**src/rtl/tdc_controller_mc_if.sv**
```systemverilog
// Result port of the multi-channel TDC controller: one valid/ready stream
// carrying channel index, coarse TOA, coarse TOT and status flags.
interface tdc_controller_mc_if #(
  parameter int NCH   = 4,
  parameter int TOA_W = 6,
  parameter int TOT_W = 6
);
  localparam int CH_W = (NCH > 1) ? $clog2(NCH) : 1;

  logic             out_valid;
  logic             out_ready;
  logic [CH_W-1:0]  out_ch;
  logic [TOA_W-1:0] out_toa;
  logic [TOT_W-1:0] out_tot;
  logic [1:0]       out_flags;

  modport master (
    output out_valid,
    output out_ch,
    output out_toa,
    output out_tot,
    output out_flags,
    input  out_ready
  );

  modport slave (
    input  out_valid,
    input  out_ch,
    input  out_toa,
    input  out_tot,
    input  out_flags,
    output out_ready
  );
endinterface

```
**src/rtl/tdc_controller_mc.sv**
```systemverilog
// Multi-channel coarse TDC controller in the clk320 domain. Each channel
// synchronises its discriminator pulse, measures TOA against the frame
// counter and TOT in ticks, buffers one finished hit, and a round-robin
// arbiter serialises the buffered hits onto a single valid/ready port.
module tdc_controller_mc #(
  parameter int NCH      = 4,
  parameter int TOA_W    = 6,
  parameter int TOT_W    = 6,
  parameter int DEAD_CYC = 2,
  parameter int TEST_TOA = 10,
  parameter int TEST_TOT = 20
) (
  input  logic                 clk320,
  input  logic                 reset,
  input  logic                 enable_i,
  input  logic                 test_mode_i,
  input  logic                 auto_reset_i,
  input  logic [NCH-1:0]       polarity_sel_i,
  input  logic [NCH-1:0]       pulse_i,
  output logic [TOA_W-1:0]     frame_cnt_o,
  tdc_controller_mc_if.master  result
);

  localparam int CH_W   = (NCH > 1) ? $clog2(NCH) : 1;
  localparam int DEAD_W = (DEAD_CYC > 1) ? $clog2(DEAD_CYC) : 1;

  localparam logic [TOT_W-1:0]  TOT_MAX    = '1;
  localparam logic [TOA_W-1:0]  FRAME_LAST = '1;
  localparam logic [TOA_W-1:0]  TP_START   = TOA_W'(TEST_TOA);
  localparam logic [TOA_W:0]    TP_LEN     = (TOA_W + 1)'(TEST_TOT);
  localparam logic [DEAD_W-1:0] DEAD_LAST  = DEAD_W'(DEAD_CYC - 1);
  localparam logic [CH_W-1:0]   LAST_CH    = CH_W'(NCH - 1);

  typedef enum logic [1:0] {
    IDLE = 2'd0,
    HIGH = 2'd1,
    DEAD = 2'd2
  } chState_e;

  // Frame counter, test pulse and frame-wrap abort
  logic [TOA_W-1:0] frameCnt_q;
  logic [TOA_W-1:0] tpOffset;
  logic             testPulse;
  logic             wrapAbort;

  // Input path
  logic [NCH-1:0] actRaw;
  logic [NCH-1:0] sync1_q, sync2_q, sync3_q;
  logic [NCH-1:0] rise, fall;

  // Channel measurement state
  chState_e                   state_q [NCH];
  chState_e                   state_d [NCH];
  logic [NCH-1:0][TOA_W-1:0]  toa_q, toa_d;
  logic [NCH-1:0][TOT_W-1:0]  tot_q, tot_d;
  logic [NCH-1:0]             sat_q, sat_d;
  logic [NCH-1:0][DEAD_W-1:0] deadCnt_q, deadCnt_d;
  logic [NCH-1:0]             commit;

  // Per-channel hold registers and sticky overflow
  logic [NCH-1:0]             holdFull_q, holdFull_d;
  logic [NCH-1:0][TOA_W-1:0]  holdToa_q, holdToa_d;
  logic [NCH-1:0][TOT_W-1:0]  holdTot_q, holdTot_d;
  logic [NCH-1:0]             holdSat_q, holdSat_d;
  logic [NCH-1:0]             ovf_q, ovf_d;
  logic [NCH-1:0]             dropHit;

  // Arbiter and output register
  logic [CH_W-1:0]  lastGrant_q, lastGrant_d;
  logic [CH_W-1:0]  grantIdx;
  logic             grantFound;
  logic             outLoad;
  logic             doGrant;
  logic [NCH-1:0]   grantVec;
  logic             outValid_q, outValid_d;
  logic [CH_W-1:0]  outCh_q, outCh_d;
  logic [TOA_W-1:0] outToa_q, outToa_d;
  logic [TOT_W-1:0] outTot_q, outTot_d;
  logic [1:0]       outFlags_q, outFlags_d;

  // Free-running frame counter; enable deliberately has no effect on it
  always_ff @(posedge clk320 or posedge reset) begin
    if (reset) frameCnt_q <= '0;
    else       frameCnt_q <= frameCnt_q + 1'b1;
  end

  // Test pulse window measured modulo the frame, plus the auto-reset abort strobe
  always_comb begin
    tpOffset  = frameCnt_q - TP_START;
    testPulse = ({1'b0, tpOffset} < TP_LEN);
    wrapAbort = auto_reset_i && (frameCnt_q == FRAME_LAST);
  end

  // Normalise every channel to active-high and derive edges from the synchronised copy
  always_comb begin
    actRaw = (test_mode_i ? {NCH{testPulse}} : pulse_i) ~^ polarity_sel_i;
    rise   = sync2_q & ~sync3_q;
    fall   = ~sync2_q & sync3_q;
  end

  // Two-flop synchroniser followed by one edge-detect register per channel
  always_ff @(posedge clk320 or posedge reset) begin
    if (reset) begin
      sync1_q <= '0;
      sync2_q <= '0;
      sync3_q <= '0;
    end else begin
      sync1_q <= actRaw;
      sync2_q <= sync1_q;
      sync3_q <= sync2_q;
    end
  end

  // Channel FSM next state: arm on rise, count TOT, commit on fall, then sit out dead time
  always_comb begin
    state_d   = state_q;
    toa_d     = toa_q;
    tot_d     = tot_q;
    sat_d     = sat_q;
    deadCnt_d = deadCnt_q;
    commit    = '0;
    for (int c = 0; c < NCH; c++) begin
      if (wrapAbort) begin
        state_d[c] = IDLE;
      end else begin
        case (state_q[c])
          IDLE: begin
            if (enable_i && rise[c]) begin
              state_d[c] = HIGH;
              toa_d[c]   = frameCnt_q;
              tot_d[c]   = TOT_W'(1);
              sat_d[c]   = 1'b0;
            end
          end
          HIGH: begin
            if (fall[c]) begin
              state_d[c]   = DEAD;
              commit[c]    = 1'b1;
              deadCnt_d[c] = '0;
            end else begin
              if (tot_q[c] != TOT_MAX) tot_d[c] = tot_q[c] + 1'b1;
              if (tot_q[c] >= TOT_MAX - 1'b1) sat_d[c] = 1'b1;
            end
          end
          DEAD: begin
            if (deadCnt_q[c] == DEAD_LAST) state_d[c] = IDLE;
            else                           deadCnt_d[c] = deadCnt_q[c] + 1'b1;
          end
          default: state_d[c] = IDLE;
        endcase
      end
    end
  end

  // Channel FSM registers
  always_ff @(posedge clk320 or posedge reset) begin
    if (reset) begin
      for (int c = 0; c < NCH; c++) state_q[c] <= IDLE;
      toa_q     <= '0;
      tot_q     <= '0;
      sat_q     <= '0;
      deadCnt_q <= '0;
    end else begin
      state_q   <= state_d;
      toa_q     <= toa_d;
      tot_q     <= tot_d;
      sat_q     <= sat_d;
      deadCnt_q <= deadCnt_d;
    end
  end

  // Round-robin search for the first full hold strictly after the last grant
  always_comb begin
    grantFound = 1'b0;
    grantIdx   = '0;
    for (int k = 1; k <= NCH; k++) begin
      if (!grantFound && holdFull_q[(int'(lastGrant_q) + k) % NCH]) begin
        grantFound = 1'b1;
        grantIdx   = CH_W'((int'(lastGrant_q) + k) % NCH);
      end
    end
    outLoad  = !outValid_q || result.out_ready;
    doGrant  = outLoad && grantFound;
    grantVec = NCH'(doGrant) << grantIdx;
  end

  // Hold update: a grant frees the slot in time for a same-cycle commit; otherwise a full slot drops the hit
  always_comb begin
    holdFull_d = holdFull_q;
    holdToa_d  = holdToa_q;
    holdTot_d  = holdTot_q;
    holdSat_d  = holdSat_q;
    ovf_d      = ovf_q;
    dropHit    = '0;
    for (int c = 0; c < NCH; c++) begin
      if (grantVec[c]) begin
        holdFull_d[c] = 1'b0;
        ovf_d[c]      = 1'b0;
      end
      if (commit[c]) begin
        if (holdFull_q[c] && !grantVec[c]) begin
          dropHit[c] = 1'b1;
          ovf_d[c]   = 1'b1;
        end else begin
          holdFull_d[c] = 1'b1;
          holdToa_d[c]  = toa_q[c];
          holdTot_d[c]  = tot_q[c];
          holdSat_d[c]  = sat_q[c];
        end
      end
    end
  end

  // Hold registers and sticky overflow bits
  always_ff @(posedge clk320 or posedge reset) begin
    if (reset) begin
      holdFull_q <= '0;
      holdToa_q  <= '0;
      holdTot_q  <= '0;
      holdSat_q  <= '0;
      ovf_q      <= '0;
    end else begin
      holdFull_q <= holdFull_d;
      holdToa_q  <= holdToa_d;
      holdTot_q  <= holdTot_d;
      holdSat_q  <= holdSat_d;
      ovf_q      <= ovf_d;
    end
  end

  // Output register reloads on empty or on a same-cycle transfer, and otherwise holds steady
  always_comb begin
    outValid_d  = outValid_q;
    outCh_d     = outCh_q;
    outToa_d    = outToa_q;
    outTot_d    = outTot_q;
    outFlags_d  = outFlags_q;
    lastGrant_d = lastGrant_q;
    if (doGrant) begin
      outValid_d  = 1'b1;
      outCh_d     = grantIdx;
      outToa_d    = holdToa_q[grantIdx];
      outTot_d    = holdTot_q[grantIdx];
      outFlags_d  = {ovf_q[grantIdx] | dropHit[grantIdx], holdSat_q[grantIdx]};
      lastGrant_d = grantIdx;
    end else if (outValid_q && result.out_ready) begin
      outValid_d = 1'b0;
    end
  end

  // Output and arbiter pointer registers; the pointer restarts so channel 0 is served first
  always_ff @(posedge clk320 or posedge reset) begin
    if (reset) begin
      outValid_q  <= 1'b0;
      outCh_q     <= '0;
      outToa_q    <= '0;
      outTot_q    <= '0;
      outFlags_q  <= '0;
      lastGrant_q <= LAST_CH;
    end else begin
      outValid_q  <= outValid_d;
      outCh_q     <= outCh_d;
      outToa_q    <= outToa_d;
      outTot_q    <= outTot_d;
      outFlags_q  <= outFlags_d;
      lastGrant_q <= lastGrant_d;
    end
  end

  assign frame_cnt_o      = frameCnt_q;
  assign result.out_valid = outValid_q;
  assign result.out_ch    = outCh_q;
  assign result.out_toa   = outToa_q;
  assign result.out_tot   = outTot_q;
  assign result.out_flags = outFlags_q;

endmodule

```
**src/flat_wrapper.sv**
```systemverilog
// flat-port wrapper written by rule: the top's interface ports become plain ports
module tdc_controller_mc_flat 
#(
  parameter int NCH      = 4,
  parameter int TOA_W    = 6,
  parameter int TOT_W    = 6,
  parameter int DEAD_CYC = 2,
  parameter int TEST_TOA = 10,
  parameter int TEST_TOT = 20
)
  (clk320, reset, enable_i, test_mode_i, auto_reset_i, polarity_sel_i, pulse_i, frame_cnt_o, result_out_valid, result_out_ch, result_out_toa, result_out_tot, result_out_flags, result_out_ready);
  tdc_controller_mc_if #(.NCH(NCH), .TOA_W(TOA_W), .TOT_W(TOT_W)) result_i ();
  input  logic clk320;
  input  logic reset;
  input  logic enable_i;
  input  logic test_mode_i;
  input  logic auto_reset_i;
  input  logic [NCH-1:0] polarity_sel_i;
  input  logic [NCH-1:0] pulse_i;
  output logic [TOA_W-1:0] frame_cnt_o;
  output wire logic [$bits(result_i.out_valid)-1:0] result_out_valid;
  output wire logic [$bits(result_i.out_ch)-1:0] result_out_ch;
  output wire logic [$bits(result_i.out_toa)-1:0] result_out_toa;
  output wire logic [$bits(result_i.out_tot)-1:0] result_out_tot;
  output wire logic [$bits(result_i.out_flags)-1:0] result_out_flags;
  input wire logic [$bits(result_i.out_ready)-1:0] result_out_ready;
  assign result_out_valid = result_i.out_valid;
  assign result_out_ch = result_i.out_ch;
  assign result_out_toa = result_i.out_toa;
  assign result_out_tot = result_i.out_tot;
  assign result_out_flags = result_i.out_flags;
  assign result_i.out_ready = result_out_ready;
  tdc_controller_mc #(.NCH(NCH), .TOA_W(TOA_W), .TOT_W(TOT_W), .DEAD_CYC(DEAD_CYC), .TEST_TOA(TEST_TOA), .TEST_TOT(TEST_TOT)) u_core (.clk320(clk320), .reset(reset), .enable_i(enable_i), .test_mode_i(test_mode_i), .auto_reset_i(auto_reset_i), .polarity_sel_i(polarity_sel_i), .pulse_i(pulse_i), .frame_cnt_o(frame_cnt_o), .result(result_i));
endmodule
```
**config.mk**
```make
export PLATFORM = sky130hd
export DESIGN_NAME = tdc_controller_mc_flat
export DESIGN_NICKNAME = d
export VERILOG_FILES = /design/src/rtl/tdc_controller_mc_if.sv /design/src/rtl/tdc_controller_mc.sv /design/src/flat_wrapper.sv
export SDC_FILE = /design/constraint.sdc
export NUM_CORES = 1
export LEC_CHECK = 0
export ABC_AREA = 1
export CAP_MARGIN = 0
export CORE_MARGIN = 8
export CORE_UTILIZATION = 60
export DETAILED_ROUTE_END_ITERATION = 16
export PLACE_DENSITY = 0.8
export SYNTH_ARGS = -nofsm -noshare
export SYNTH_HDL_FRONTEND = slang
export SYNTH_SLANG_ARGS = --single-unit
```
**constraint.sdc**
```tcl
create_clock -name clk320 -period 8.5 [get_ports clk320]
set_input_delay 2.55 -clock clk320 [delete_from_list [all_inputs] [get_ports clk320]]
set_output_delay 2.55 -clock clk320 [all_outputs]
set_load 0.02 [all_outputs]
```
== After elaboration in Yosys (flattened, before gate mapping) ==
Cells that the tools add are included.
Word-level totals
  word-level logic and storage cells: 334
  output and inout port bits: 23
  register bits: 161
  input bits: 14
Operators by class
  muxes and demuxes: 141
  add/subtract/negate cells: 14
  shifts and indexed selects: 1
  equality and inequality tests: 45
  $lt $le $gt $ge: 10
  reductions and logical operators: 64
  bitwise logic cells: 15
Operators with widths (count)
  $mux W6: 14
  $mux W1: 81
  $pmux W6 S2: 4
  $mux W2: 20
  $reduce_and A5 Y1: 8
  $ne A3 B1 Y1 const B: 12
  $reduce_and A3 Y1: 12
  $ne A2 B1 Y1 const B: 16
  $add A6 B1 Y6 const B: 5
  $bmux W6 S2: 2
  $ge A6 B6 Y1 const B: 4
  $ne A6 B6 Y1 const B: 4
  $pmux W2 S3: 4
  $reduce_bool A2 Y1: 9
  $lt A3 B4 Y1 const B: 4
  $pmux W1 S2: 8
  $bmux W1 S2: 7
  $logic_and A1 B1 Y1: 14
  $and A4 B4 Y4: 2
  $eq A2 B1 Y1 const B: 4
  $eq A2 B2 Y1 const B: 4
  $logic_not A1 Y1: 8
  $logic_not A2 Y1: 4
  $ne A2 B2 Y1 const B: 4
  other kinds (17): 36

== Depth between registers and ports, before layout ==
Gate-level depths: netlist of run 1.
  word-level depth: 25
  gate-level depth with buffers: 18
  depth with buffers taken out: 15

== Least setup slack after synthesis of run 1 ==
No wires, ideal clock.
  path type: input to register
  from: in auto_reset_i
  to: reg u_core.tot_q[22] in the netlist's numbering
  required time: 8.436 ns
  buffers on the path: 0
  slack: 4.833 ns
  library setup time: 0.064 ns
  cell stages on the path: 8
  arrival time: 3.603 ns
  cell sequence: nand3_2 -> inv_2 -> nor3_1 -> nand2_1 -> nor3_1 -> nand2_1 -> a21oi_1 -> o21a_1
On the way
  word-level cells in the longest chain between the ends: 3
Ends and longest elaborated chain
  from (decl): line flat_wrapper.sv:17  | input logic auto_reset_i;
  $logic_and A1 B1 Y1: line tdc_controller_mc.sv:91  | wrapAbort = auto_reset_i && (frameCnt_q == FRAME_LAST);
  $not A1 Y1 (no line)
  $reduce_and A5 Y1 (no line)
  to (signal assigned): line tdc_controller_mc.sv:166  | tot_q <= tot_d;
  to (decl): line tdc_controller_mc.sv:55  | logic [NCH-1:0][TOT_W-1:0] tot_q, tot_d;
Every way passes these cells.
A chain may end at the register's enable or synchronous reset.

== Worst setup path in the final report of run 1 ==
  from: in result_out_ready
  to: reg u_core.holdTot_q[10] in the netlist's numbering
On the way
  word-level cells in the longest chain between the ends: 7
Ends and longest elaborated chain
  from (decl): line flat_wrapper.sv:26  | input wire logic [$bits(result_i.out_ready)-1:0] result_out_ready;
  $logic_or A1 B1 Y1: line tdc_controller_mc.sv:182  | outLoad = !outValid_q || result.out_ready;
  $logic_and A1 B1 Y1: line tdc_controller_mc.sv:183  | doGrant = outLoad && grantFound;
  $shl A1 B2 Y4: line tdc_controller_mc.sv:184  | grantVec = NCH'(doGrant) << grantIdx;
  $logic_not A1 Y1: line tdc_controller_mc.sv:201  | if (holdFull_q[c] && !grantVec[c]) begin
  $logic_and A1 B1 Y1: line tdc_controller_mc.sv:201
  $not A1 Y1 (no line)
  $reduce_and A2 Y1 (no line)
  to (signal assigned): line tdc_controller_mc.sv:225  | holdTot_q <= holdTot_d;
  to (decl): line tdc_controller_mc.sv:63  | logic [NCH-1:0][TOT_W-1:0] holdTot_q, holdTot_d;
Every way passes these cells.

==> qor.csv, run 1 <==
metric,value,unit
status,"complete, no violations",
finClkSkew,8.063,ps
cts.path.max_buffers,2,
cp_common_cell,nand2_1,
area_growth,13.15,%
maxCapViolCount,0,
max_stage_delay,470,ps
setup_viol,0,
crit_cells,10,
dr_wl_met2,7882,um
top_layer,met4,
num_vias,5799,
antenna_left,0,
ctsHoldBuffers,0,
grt.total_usage,0.2122,
grt_overflow,0,
synth_nets,861,
fin_ws,4154,ps
cts_buffers,17,
syn_inst,832,
critPathLaunchType,primary input,
die_h,127.1,um
hold_class,flip-flop to flip-flop,
dieWidth,127.1,um
clock-sinks,161,
crit_slowest_cell,nor2_2,
yosysSeqAreaShare,0.5441,
floorplan.initialDensity,0.6169,
tns,0,ps
first_pass_iters,5,
finalNonFillerCells,1027,
nets,896,
synth_cell_types,39,
dp_hpwl,11810,um
cts_root_buf,clkbuf_16,
die_area,0.01616,mm2
grt_antenna_before_repair,0,
yosys_register_bits,161,
cts_tree,built,
wl_per_cell,16.24,um
min_period,4346,ps
utilization,0.6980,
fillers,908,
cts_resized,0,
grt_pass1_wl,27130,um
hold_viol,0,
cp.arrival,4640,ps
rsz0062_at_grt,no,
io_pins,37,
cts_setup_buffers,0,
drt-met1-wl,7521,um
core_area,0.01201,mm2
layout_commonest_cell,nand2_1,
yosysWarnings,0,
drv_slew,0,
pre_cts_ws,3801,ps
ff2ff_path_depth,15,
drt_iter0_markers,593,
cp.required,8800,ps
cpLargestDelayFamily,simple AND/OR/NAND/NOR gates,
setup.worst_path.class,primary input to flip-flop,
worstMarginPinSlew,1013,ps
end_kind,flip-flop,
clock_latency,430,ps
path_max_fanout,25,
drt-vias-per-instance,5.647,
gp_congestion,0.8465,
cp_cell_sequence,"clkdlybuf4s50_1, inv_1, nand2_1, nand2_4, nor2_2, nand2_1, nand2_1, nand2_2, nand2_1, o21ai_0",
p_leak,4.050,nW
portBuffers,36,
drc,0,
drive_gt1_frac,0.09318,
min_path_cells,0,
peakVddDrop,195.3,uV
grt_pass1_vias,5546,
avgSynthCellArea,8.906,um2
layout_common_cells,"nand2_1 (196), dfrtp_1 (159), inv_1 (102)",
min_period_over_period,0.5113,
fmax,0.2301,GHz
rows,40,
routed_wl,16680,um
wl_met3,930,um
power_density,414.1,mW/mm2
worst-path-buf-inv,2,
syn-cell-area,0.007410,mm2
total_power,3.472,mW
place_inst,995,
path_clk_slew,60,ps
cts_max_level,4,
antenna_cells,0,
grt_max_degree,92,
slew_headroom,0.3219,
worst reg2reg max path, delay by kind of cell, from the launching register on:
kind	cells	cell delay, ps
and+or+nand+nor	12	2220
DFF	1	640
buffers and inverters	2	210
AOI/OAI and AO/OA	1	90
metrics by stage:
stage / area, um2 / hold WS (ps)
5_1_grt: 8384 / 350.7
2_1_floorplan: 7410 / 331.2
4_1_cts: 8384 / 349.3
3_5_place_dp: 7814 / 335.5
6_report: 8384 / 348.9
3_3_place_gp: 7814 / 337.3
cells in the mapped netlist:
cell / count / area (um2)
nand2_2: 7 / 43.79
a21oi_1: 17 / 85.08
ha_1: 15 / 187.7
inv_1: 103 / 386.6
a21oi_2: 3 / 26.28
o21ai_1: 16 / 80.08
o22ai_1: 2 / 12.51
nor4_1: 1 / 6.260
o21ai_2: 15 / 131.4
nor2_4: 2 / 22.52
dfstp_2: 2 / 52.55
or2_2: 1 / 6.260
o21a_1: 7 / 52.55
dfrtp_1: 159 / 3979
o31ai_1: 4 / 30.03
nor2_1: 55 / 206.5
nor2_2: 1 / 6.260
clkbuf_1: 6 / 22.52
inv_2: 6 / 22.52
buf_1: 1 / 3.750
nor3b_1: 8 / 60.06
a211oi_1: 1 / 7.510
buf_2: 2 / 10.01
nand3_1: 51 / 255.2
nor3_1: 18 / 90.09
a21boi_0: 3 / 22.52
a22oi_1: 2 / 15.01
o211ai_1: 4 / 30.03
xor2_1: 12 / 105.1
buf_4: 5 / 37.54
a31oi_1: 3 / 18.77
or2_0: 1 / 6.260
buf_6: 7 / 78.83
nand4_1: 9 / 56.30
nand3_2: 4 / 40.04
o21ai_0: 72 / 360.4
o2111ai_1: 3 / 26.28
nand2_1: 196 / 735.7
nand2_4: 8 / 90.09
layout make-up:
type	instances	area (um2)	area share
clock inverter	13	127.6	0.01522
sequential	161	4031	0.4808
tap	147	183.9	0.02194
inverter	109	414.1	0.04940
multi-input combinational	541	2816	0.3359
timing repair buffer	37	367.9	0.04387
clock buffer	19	442.9	0.05283
registers in the layout, indices dropped and copies added, names as in the netlist, 6 cells and up:
signal / cells
u_core.frame_cnt_o: 6
u_core.holdTot_q: 24
u_core.tot_q: 24
u_core.result.out_toa: 6
u_core.state_q: 8
u_core.result.out_tot: 6
u_core.toa_q: 24
u_core.holdToa_q: 24
logic make-up after synthesis:
| group | after synthesis | share of synthesized area |
|---|---|---|
| AO/OA/AOI/OAI | 152 | 0.1212 |
| XOR/XNOR | 12 | 0.01418 |
| adder cells (fa/ha/maj) | 15 | 0.02533 |
| buffers and inverters | 130 | 0.07582 |
| flip-flops | 161 | 0.5441 |
| AND/OR/NAND/NOR | 362 | 0.2194 |
where the power goes:
group / internal, mW / total, mW / switching [mW]
sequential: 1.06 / 1.26 / 0.202
clock: 0.416 / 0.739 / 0.323
combinational: 0.465 / 1.47 / 1.01
final timing paths:
check,start,end,slack (ps)
setup / recovery,result_out_ready,u_core.holdTot_q[10],4150
hold / removal,u_core.sync1_q[2],u_core.sync2_q[2],350
setup reg to reg,u_core.lastGrant_q[0],u_core.holdTot_q[10],5210
hold reg to reg,u_core.sync1_q[2],u_core.sync2_q[2],350
max in group asynchronous,reset,u_core.holdFull_q[0],4450
min in group asynchronous,reset,u_core.sync2_q[3],2670
per-layer routing:
layer,vias up,track usage
li1,2769,-
met1,2822,0.2859
met2,178,0.3279
met3,30,0.04867
met4,0,0.08188
met5,-,0
Power figures use the tool's default switching activity.
==> inputs of run 2 (changes only) <==
CORE_UTILIZATION = 54   (was 60)
PLACE_DENSITY = 0.76   (was 0.8)
clock period = 3.55 ns   (was 8.5 ns; I/O delays follow)
==> run 2 against run 1 <==
Non-clock buffer count increased by 7. Power increased by 140%. First-iteration DRC count decreased by 14%. Via count decreased by 1.8%. Clock power increased to 2.5 times the previous value. Sequential share of layout area decreased by 0.92 points. Critical path type is now flip-flop to flip-flop. Largest power group unchanged.
==> qor.csv, run 2 (synthesis gave the netlist of run 1 again) <==
metric,value,unit
status,"complete, no violations",
p_leak,4.130,nW
wl_per_cell,15.48,um
cp.required,3840,ps
worstHoldStart,u_core.sync1_q[2],
cp.arrival,3070,ps
cts_setup_buffers,0,
die_area,0.01773,mm2
clock-sinks,161,
fin_ws,773.4,ps
peakVddDrop,476.7,uV
core_area,0.01367,mm2
die_h,133.1,um
clock_latency,430,ps
routed_wl,16520,um
r2r-end,u_core.holdTot_q[8],
fmax,0.3602,GHz
slew_headroom,0.3891,
drive_gt1_frac,0.1003,
drt_iter0_markers,509,
rrSetupSlack,770,ps
grt_overflow,0,
drt-vias-per-instance,5.337,
path_max_fanout,25,
path_clk_slew,60,ps
ctsHoldBuffers,0,
worstMarginPinSlew,913.0,ps
io_pins,37,
rows,43,
layout_common_cells,"nand2_1 (196), dfrtp_1 (159), inv_1 (102)",
nets,903,
cp_common_cell,nand2_1,
gp_congestion,0.8785,
grt_antenna_before_repair,0,
area_growth,15.35,%
critPathLaunchType,flip-flop,
drc,0,
pre_cts_ws,451.9,ps
grt_pass1_wl,28230,um
dieWidth,133.1,um
first_pass_iters,5,
layout_commonest_cell,nand2_1,
drv_slew,0,
min_period,2777,ps
cts_resized,0,
grt_max_degree,91,
setup.worst_path.class,flip-flop to flip-flop,
cp_cell_sequence,"inv_2, nand2_1, nand2_1, nand2_1, nand2_2, inv_1, nand2_1, nand2_1, nand3_2, nor2_2, nand2_1, nand2_1, nand2_2, nand2_1, o21ai_0",
grt.total_usage,0.2001,
min_path_cells,0,
crit_slowest_cell,dfstp_2,
antenna_left,0,
cts.path.max_buffers,2,
dp_hpwl,11710,um
min_period_over_period,0.7821,
power_density,989.5,mW/mm2
maxCapViolCount,0,
antenna_cells,0,
setup_viol,0,
num_vias,5695,
hold_end,u_core.sync2_q[2],
cts_tree,built,
hold_class,flip-flop to flip-flop,
grt_pass1_vias,5531,
rsz0062_at_grt,no,
portBuffers,36,
cts_max_level,4,
floorplan.initialDensity,0.5422,
cts_root_buf,clkbuf_16,
r2r_start,u_core.lastGrant_q[0],
utilization,0.6254,
max_stage_delay,650,ps
cts_buffers,17,
ff2ff_path_depth,15,
end_kind,flip-flop,
finClkSkew,8.501,ps
hold_viol,0,
tns,0,ps
## run 2: cell types whose count changed in the layout (fill, tap and decap cells not counted)
cell | previous run | this run
inv_6 | 6 | 0
buf_4 | 1 | 6
clkbuf_8 | 1 | 4
inv_8 | 1 | 0
clkinv_4 | 0 | 1
buf_12 | 0 | 2
bufinv_16 | 1 | 3
clkinvlp_4 | 5 | 2
clkinv_2 | 1 | 5
## run 2: report_power, final
part	switching, mW	internal [mW]
Clock	0.699	1.17
Sequential	0.483	2.53
Combinational	2.40	1.17
## run 2: layer usage
layer	vias up	track usage	wire (um)
li1	2778	-	-
met1	2733	0.2795	7880
met2	161	0.3000	7481
met3	23	0.04367	829
met4	0	0.07548	328
met5	-	0	0
## run 2: final cells by class
type,instances,area [um2]
fillers,1139,5119
flip-flops and latches,161,4031
clock inverters,10,131.4
repair buffers,44,445.4
multi-input cells,541,2816
inverters,109,412.9
well taps,180,225.2
clock buffers,22,484.2
## run 2: worst max-delay path, delay by kind of cell (launching register included)
kind,cells,cell delay [ps]
AOI/OAI and AO/OA,1,90
buffers and inverters,2,220
DFF,1,650
and+or+nand+nor,12,1680
## run 2: per-stage QoR
step / area [um2] / instances / power, mW / hold slack (ps)
final: 8547 / 1067 / 8.458 / 345.4
after global placement: 7931 / 1035 / 6.456 / 331.5
after CTS: 8547 / 1067 / 8.463 / 347.7
after detailed placement: 7931 / 1035 / 6.563 / 335.5
after floorplan: 7413 / 832 / 5.589 / 331.2
after global routing: 8547 / 1067 / 9.107 / 349.4
## run 2: worst max path at each step
stage | start | to | cells after the start
3_5_place_dp | enable_i | u_core.toa_q[9] | 6
3_3_place_gp | enable_i | u_core.toa_q[9] | 6
6_report | u_core.lastGrant_q[0] | u_core.holdTot_q[8] | 15
2_1_floorplan | reset | u_core.deadCnt_q[0] | 1
5_1_grt | u_core.lastGrant_q[0] | u_core.holdToa_q[9] | 15
4_1_cts | u_core.frame_cnt_o[2] | frame_cnt_o[2] | 1
==> inputs of run 3 (changes only) <==
CORE_UTILIZATION = 60   (was 54)
PLACE_DENSITY = 0.8   (was 0.76)
clock period = 2.64 ns   (was 3.55 ns; I/O delays follow)
==> run 3 against run 2 <==
Sequential share of layout area decreased by 0.51 points. First-iteration DRC count down 9.8%. Routed wire length is 6.9% higher. Highest routed layer unchanged. Critical path depth down 2. Largest cell class unchanged.
==> qor.csv, run 3 (synthesis gave the netlist of run 1 again) <==
metric,value,unit
status,"complete, no violations",
r2r-end,u_core.result.out_tot[0],
rows,40,
hold_viol,0,
worstHoldStart,u_core.sync1_q[1],
hold_end,u_core.sync2_q[1],
grt_antenna_before_repair,0,
grt_max_degree,79,
nets,927,
floorplan.initialDensity,0.6169,
min_period_over_period,0.9393,
r2r_start,u_core.lastGrant_q[0],
rsz0062_at_grt,no,
crit_slowest_cell,dfstp_2,
peakVddDrop,659.0,uV
drt_iter0_markers,459,
regArea,0.004031,mm2
hold_class,flip-flop to flip-flop,
worst-path-buf-inv,3,
final_cell_area,0.008641,mm2
placed_cell_area,0.008048,mm2
gp_congestion,0.9225,
cp_cell_sequence,"inv_2, nand2_1, nand2_1, nand2_2, nand2_2, nor2_4, nand4_1, nand2_4, inv_2, nand2_4, inv_1, a21oi_1, nand4_1",
fillers,857,
cpLargestDelayFamily,simple AND/OR/NAND/NOR gates,
path_clk_slew,60,ps
area_growth,16.62,%
grt.total_usage,0.2243,
drv_slew,0,
drc,0,
antenna_left,0,
path_max_fanout,15,
cts.path.max_buffers,2,
die_area,0.01616,mm2
end_kind,flip-flop,
grt_pass1_wl,28640,um
slew_headroom,0.6939,
setup.worst_path.class,flip-flop to flip-flop,
routed_wl,17650,um
clock-sinks,161,
first_pass_iters,5,
num_vias,5988,
cts_root_buf,clkbuf_16,
cts_buffers,17,
io_pins,37,
min_period,2480,ps
wl_per_cell,16.68,um
drive_gt1_frac,0.1262,
grt_pass1_vias,5830,
clock_latency,440,ps
total_power,11.60,mW
cp.arrival,2780,ps
die_h,127.1,um
min_path_cells,0,
dieWidth,127.1,um
ff2ff_path_depth,13,
worstMarginPinSlew,457.5,ps
cp.required,2940,ps
holdWs,349.1,ps
multi_input_area,0.002833,mm2
critPathLaunchType,flip-flop,
cts_tree,built,
max_stage_delay,580,ps
portBuffers,36,
layout_commonest_cell,nand2_1,
core_area,0.01201,mm2
rrSetupSlack,160,ps
grt_overflow,0,
layout_common_cells,"nand2_1 (196), dfrtp_1 (159), inv_1 (102)",
antenna_cells,0,
finClkSkew,13.06,ps
p_leak,4.214,nW
dp_hpwl,12430,um
fmax,0.4033,GHz
cts_max_level,4,
setup_viol,0,
power_density,1343,mW/mm2
drt-vias-per-instance,5.660,
maxCapViolCount,0,
[run 3: cell types whose count changed in the layout (fill, tap and decap cells not counted), moves of 2 or more]
cell	before	now
buf_4	6	30
clkbuf_8	4	0
clkinv_2	5	1
clkinv_4	1	5
inv_6	0	4
bufinv_16	3	0
clkinvlp_4	2	4
inv_8	0	2
[run 3: layout make-up]
cell class / instances / area share
inverter: 109 / 0.04778
timing repair buffer: 68 / 0.07240
tap: 147 / 0.02129
sequential: 161 / 0.4666
clock buffer: 17 / 0.04923
multi-input combinational: 541 / 0.3278
clock inverter: 15 / 0.01491
[run 3: where the power goes]
| part | internal, mW | switching, mW |
|---|---|---|
| clock | 1.23 | 1.08 |
| sequential | 3.40 | 0.642 |
| combinational | 1.83 | 3.42 |
| total | 6.46 | 5.14 |
[run 3: repair_timing]
action                                  CTS  global route
pin swaps                                 0             1
hold buffers                              0             0
endpoints found under the setup margin    1            51
setup buffers                             0             3
gates resized for setup                   1             3
[run 3: worst max path at each step]
stage	from	end	slack [ps]	cells after the start
3_5_place_dp	enable_i	u_core.tot_q[23]	-80	11
2_1_floorplan	reset	u_core.deadCnt_q[0]	-190	1
5_1_grt	u_core.lastGrant_q[0]	u_core.holdToa_q[3]	50	13
4_1_cts	u_core.lastGrant_q[0]	u_core.holdToa_q[11]	60	15
3_3_place_gp	enable_i	u_core.tot_q[23]	60	11
6_report	u_core.lastGrant_q[0]	u_core.result.out_tot[0]	160	13
[run 3: metal layers]
layer | vias up | part of all wire | global-route usage
met1 | 2897 | 0.42 | 0.2798
met3 | 40 | 0.072 | 0.06281
met2 | 225 | 0.48 | 0.3605
met4 | 0 | 0.028 | 0.09517
met5 | - | 0 | 0
li1 | 2826 | - | -
[run 3: stage by stage]
step / utilization / instances / TNS [ps] / worst slack (ps)
4_1_cts: 0.7161 / 1055 / 0 / 59.20
5_1_grt: 0.7194 / 1058 / 0 / 49.94
3_5_place_dp: 0.6700 / 1023 / -204.9 / -76.42
3_3_place_gp: 0.6700 / 1023 / 0 / 56.65
2_1_floorplan: - / 832 / -30720 / -193.2
6_report: 0.7194 / 1058 / 0 / 160.2
==> variant (settings of run 3) <==
`TEST_TOA` is set to 10 in 2 places; all go to 7.
--- a/src/rtl/tdc_controller_mc.sv
+++ b/src/rtl/tdc_controller_mc.sv
@@ -8,5 +8,5 @@
   parameter int TOT_W    = 6,
   parameter int DEAD_CYC = 2,
-  parameter int TEST_TOA = 10,
+  parameter int TEST_TOA = 7,
   parameter int TEST_TOT = 20
 ) (
--- a/src/flat_wrapper.sv
+++ b/src/flat_wrapper.sv
@@ -6,5 +6,5 @@
   parameter int TOT_W    = 6,
   parameter int DEAD_CYC = 2,
-  parameter int TEST_TOA = 10,
+  parameter int TEST_TOA = 7,
   parameter int TEST_TOT = 20
 )
Formal check against the unedited RTL: same outputs for any inputs over 4 cycles, from zero or initial values and one cycle with reset high; that may be too few to reach the edited logic, so the function may still have changed.
==> variant against run 3 <==
  * Largest cell class unchanged
  * Power is 4.1% higher
  * Non-clock buffer count is 1 lower
  * Final area is 0.72% lower
  * Combinational power is 4.8% higher
  * Maximum frequency is 1.5% higher
  * Die area is 1.5% lower
  * Sequential cell count stayed put
  * Setup slack better by 36 ps
  * Sequential power is 1% higher
  * Synthesized area is 1.8% lower
  * Via count is 2.9% higher
  * Routed wire length is 1.3% lower
==> variant: results (changes against run 3) <==
### Placed design
• dpl hpwl: 12400 um, -0.56%
• placed cell count: 1035, +1.2%
• placed instance area: 7970 um2, -0.98%
• Setup Slack @ Placement: -121 ps, -44.1 ps
• placer congestion estimate: 0.883, -4.3%

### Synth
• most frequent cells after synthesis: 191 x sky130_fd_sc_hd__nand2_1, 159 x sky130_fd_sc_hd__dfrtp_1, 95 x sky130_fd_sc_hd__inv_1, 95 x sky130_fd_sc_hd__nor2_1, 73 x sky130_fd_sc_hd__o21ai_0
• biggest area contributors in the synthesized netlist: sky130_fd_sc_hd__dfrtp_1 55%, sky130_fd_sc_hd__nand2_1 9.9%, sky130_fd_sc_hd__o21ai_0 5.0%, sky130_fd_sc_hd__inv_1 4.9%, sky130_fd_sc_hd__nor2_1 4.9%
• Unique masters post-synth: 38, -2.6%
• sequential area share after synthesis: 55.4%, +0.98 points
• gate count after technology mapping: 844, +1.4%

### GRT
• global-route wire length before repair: 29300 um, +2.4%

### Clock network
• worst-skew pair later-pin latency: 420 ps, -20 ps

### Route
• via count: 6164, +2.9%
• post-detailed-route wirelength per cell: 16.3 um, -2.3%
• starting DRC count in detailed routing: 515, +12%
• amount of wire on met2 after detailed routing: 8530 um, +0.19%
• wire length on met3: 861 um, -32%

### Power and ir drop
• combinational power share: 45.5%, +0.3 points
• switching pwr: 0.00516 W, +0.38%
• worst supply voltage drop on vdd: 720 uV, +9.2%

### Final layout
• layout net count: 935, +0.86%
• Finished Layout Cells: 1068, +0.95%

### Worst setup path
• end of the worst register-to-register path: u_core.result.out_tot[3]$_DFFE_PP0N_
• Worst Reg-to-Reg Cells: 15, +2

### Status
• outcome: finished clean

### Min path
• worst min-delay path startpoint: u_core.sync1_q[2]$_DFF_PP0_
• capture endpoint of the worst hold path: u_core.sync2_q[2]$_DFF_PP0_

### Timing
• worst hold margin: 346 ps, -2.80 ps

variant: cell count changes in the layout (fill, tap and decap cells not counted), sizes merged, moves of 6 or more:
cell   change
a31oi     +14
nand4      -6
nor2      +42
a21oi      +9
nand2      -8
inv       -15
nand3     -15
variant: layout make-up:
| class | count | area, um2 | area share [%] |
|---|---|---|---|
| multi-input combinational | 561 | 2750 | 32.1 |
| clock inverter | 10 | 133 | 1.55 |
| timing repair buffer | 67 | 631 | 7.35 |
| inverter | 100 | 382 | 4.45 |
| clock buffer | 22 | 464 | 5.41 |
| sequential | 161 | 4030 | 47.0 |
| tap | 147 | 184 | 2.14 |
variant: worst max path at each step:
stage / startpoint / end / slack [ps] / cells past startpoint
global placement: enable_i / u_core.tot_q[23]$_DFFE_PP0P_ / 40 / 11
CTS: u_core.lastGrant_q[0]$_DFFE_PP1N_ / u_core.result.out_tot[5]$_DFFE_PP0N_ / 160 / 13
detailed placement: enable_i / u_core.tot_q[11]$_DFFE_PP0P_ / -120 / 10
finish: u_core.lastGrant_q[0]$_DFFE_PP1N_ / u_core.result.out_tot[3]$_DFFE_PP0N_ / 200 / 15
global route: u_core.lastGrant_q[0]$_DFFE_PP1N_ / u_core.result.out_tot[5]$_DFFE_PP0N_ / 7 / 13
floorplan: reset / u_core.deadCnt_q[0]$_DFFE_PP0P_ / -190 / 1
variant: critical path, cell delays in order, from the launching register on:
cell	delay, ps
sky130_fd_sc_hd__dfstp_2	610
sky130_fd_sc_hd__inv_4	80
sky130_fd_sc_hd__nand2_1	80
sky130_fd_sc_hd__nand2_1	70
sky130_fd_sc_hd__nand2_1	100
sky130_fd_sc_hd__nand2_1	100
sky130_fd_sc_hd__inv_1	70
sky130_fd_sc_hd__nand2_1	80
sky130_fd_sc_hd__nand2_1	120
sky130_fd_sc_hd__inv_2	50
sky130_fd_sc_hd__a21oi_4	230
sky130_fd_sc_hd__buf_4	240
sky130_fd_sc_hd__nor2_1	60
sky130_fd_sc_hd__nor2_1	160
sky130_fd_sc_hd__o21ai_0	150
sky130_fd_sc_hd__a31oi_1	160
variant: what timing repair did:
action / 4_1_cts / 5_1_grt
endpoints found under the setup margin: 0 / 13
gates resized for setup: 0 / 1
buffers inserted: 0 / 1
hold buffers: 0 / 0
variant: kinds of logic (layout without fill, tap and decap cells):
group | count (synthesis) | in the layout | synth area share (%)
and+or+nand+nor | 370 | 370 | 21.5
AOI/OAI and AO/OA | 169 | 169 | 12.9
DFF | 161 | 161 | 55.4
buffers and inverters | 122 | 199 | 6.84
adders and majority gates | 13 | 13 | 2.23
xor gates and xnor gates | 9 | 9 | 1.08
variant: layer usage:
metal | global-route usage, % | vias to the layer above
met5 | 0 | -
met4 | 11.3 | 0
li1 | - | 2868
met3 | 4.89 | 50
met2 | 37.9 | 228
met1 | 27.7 | 3018
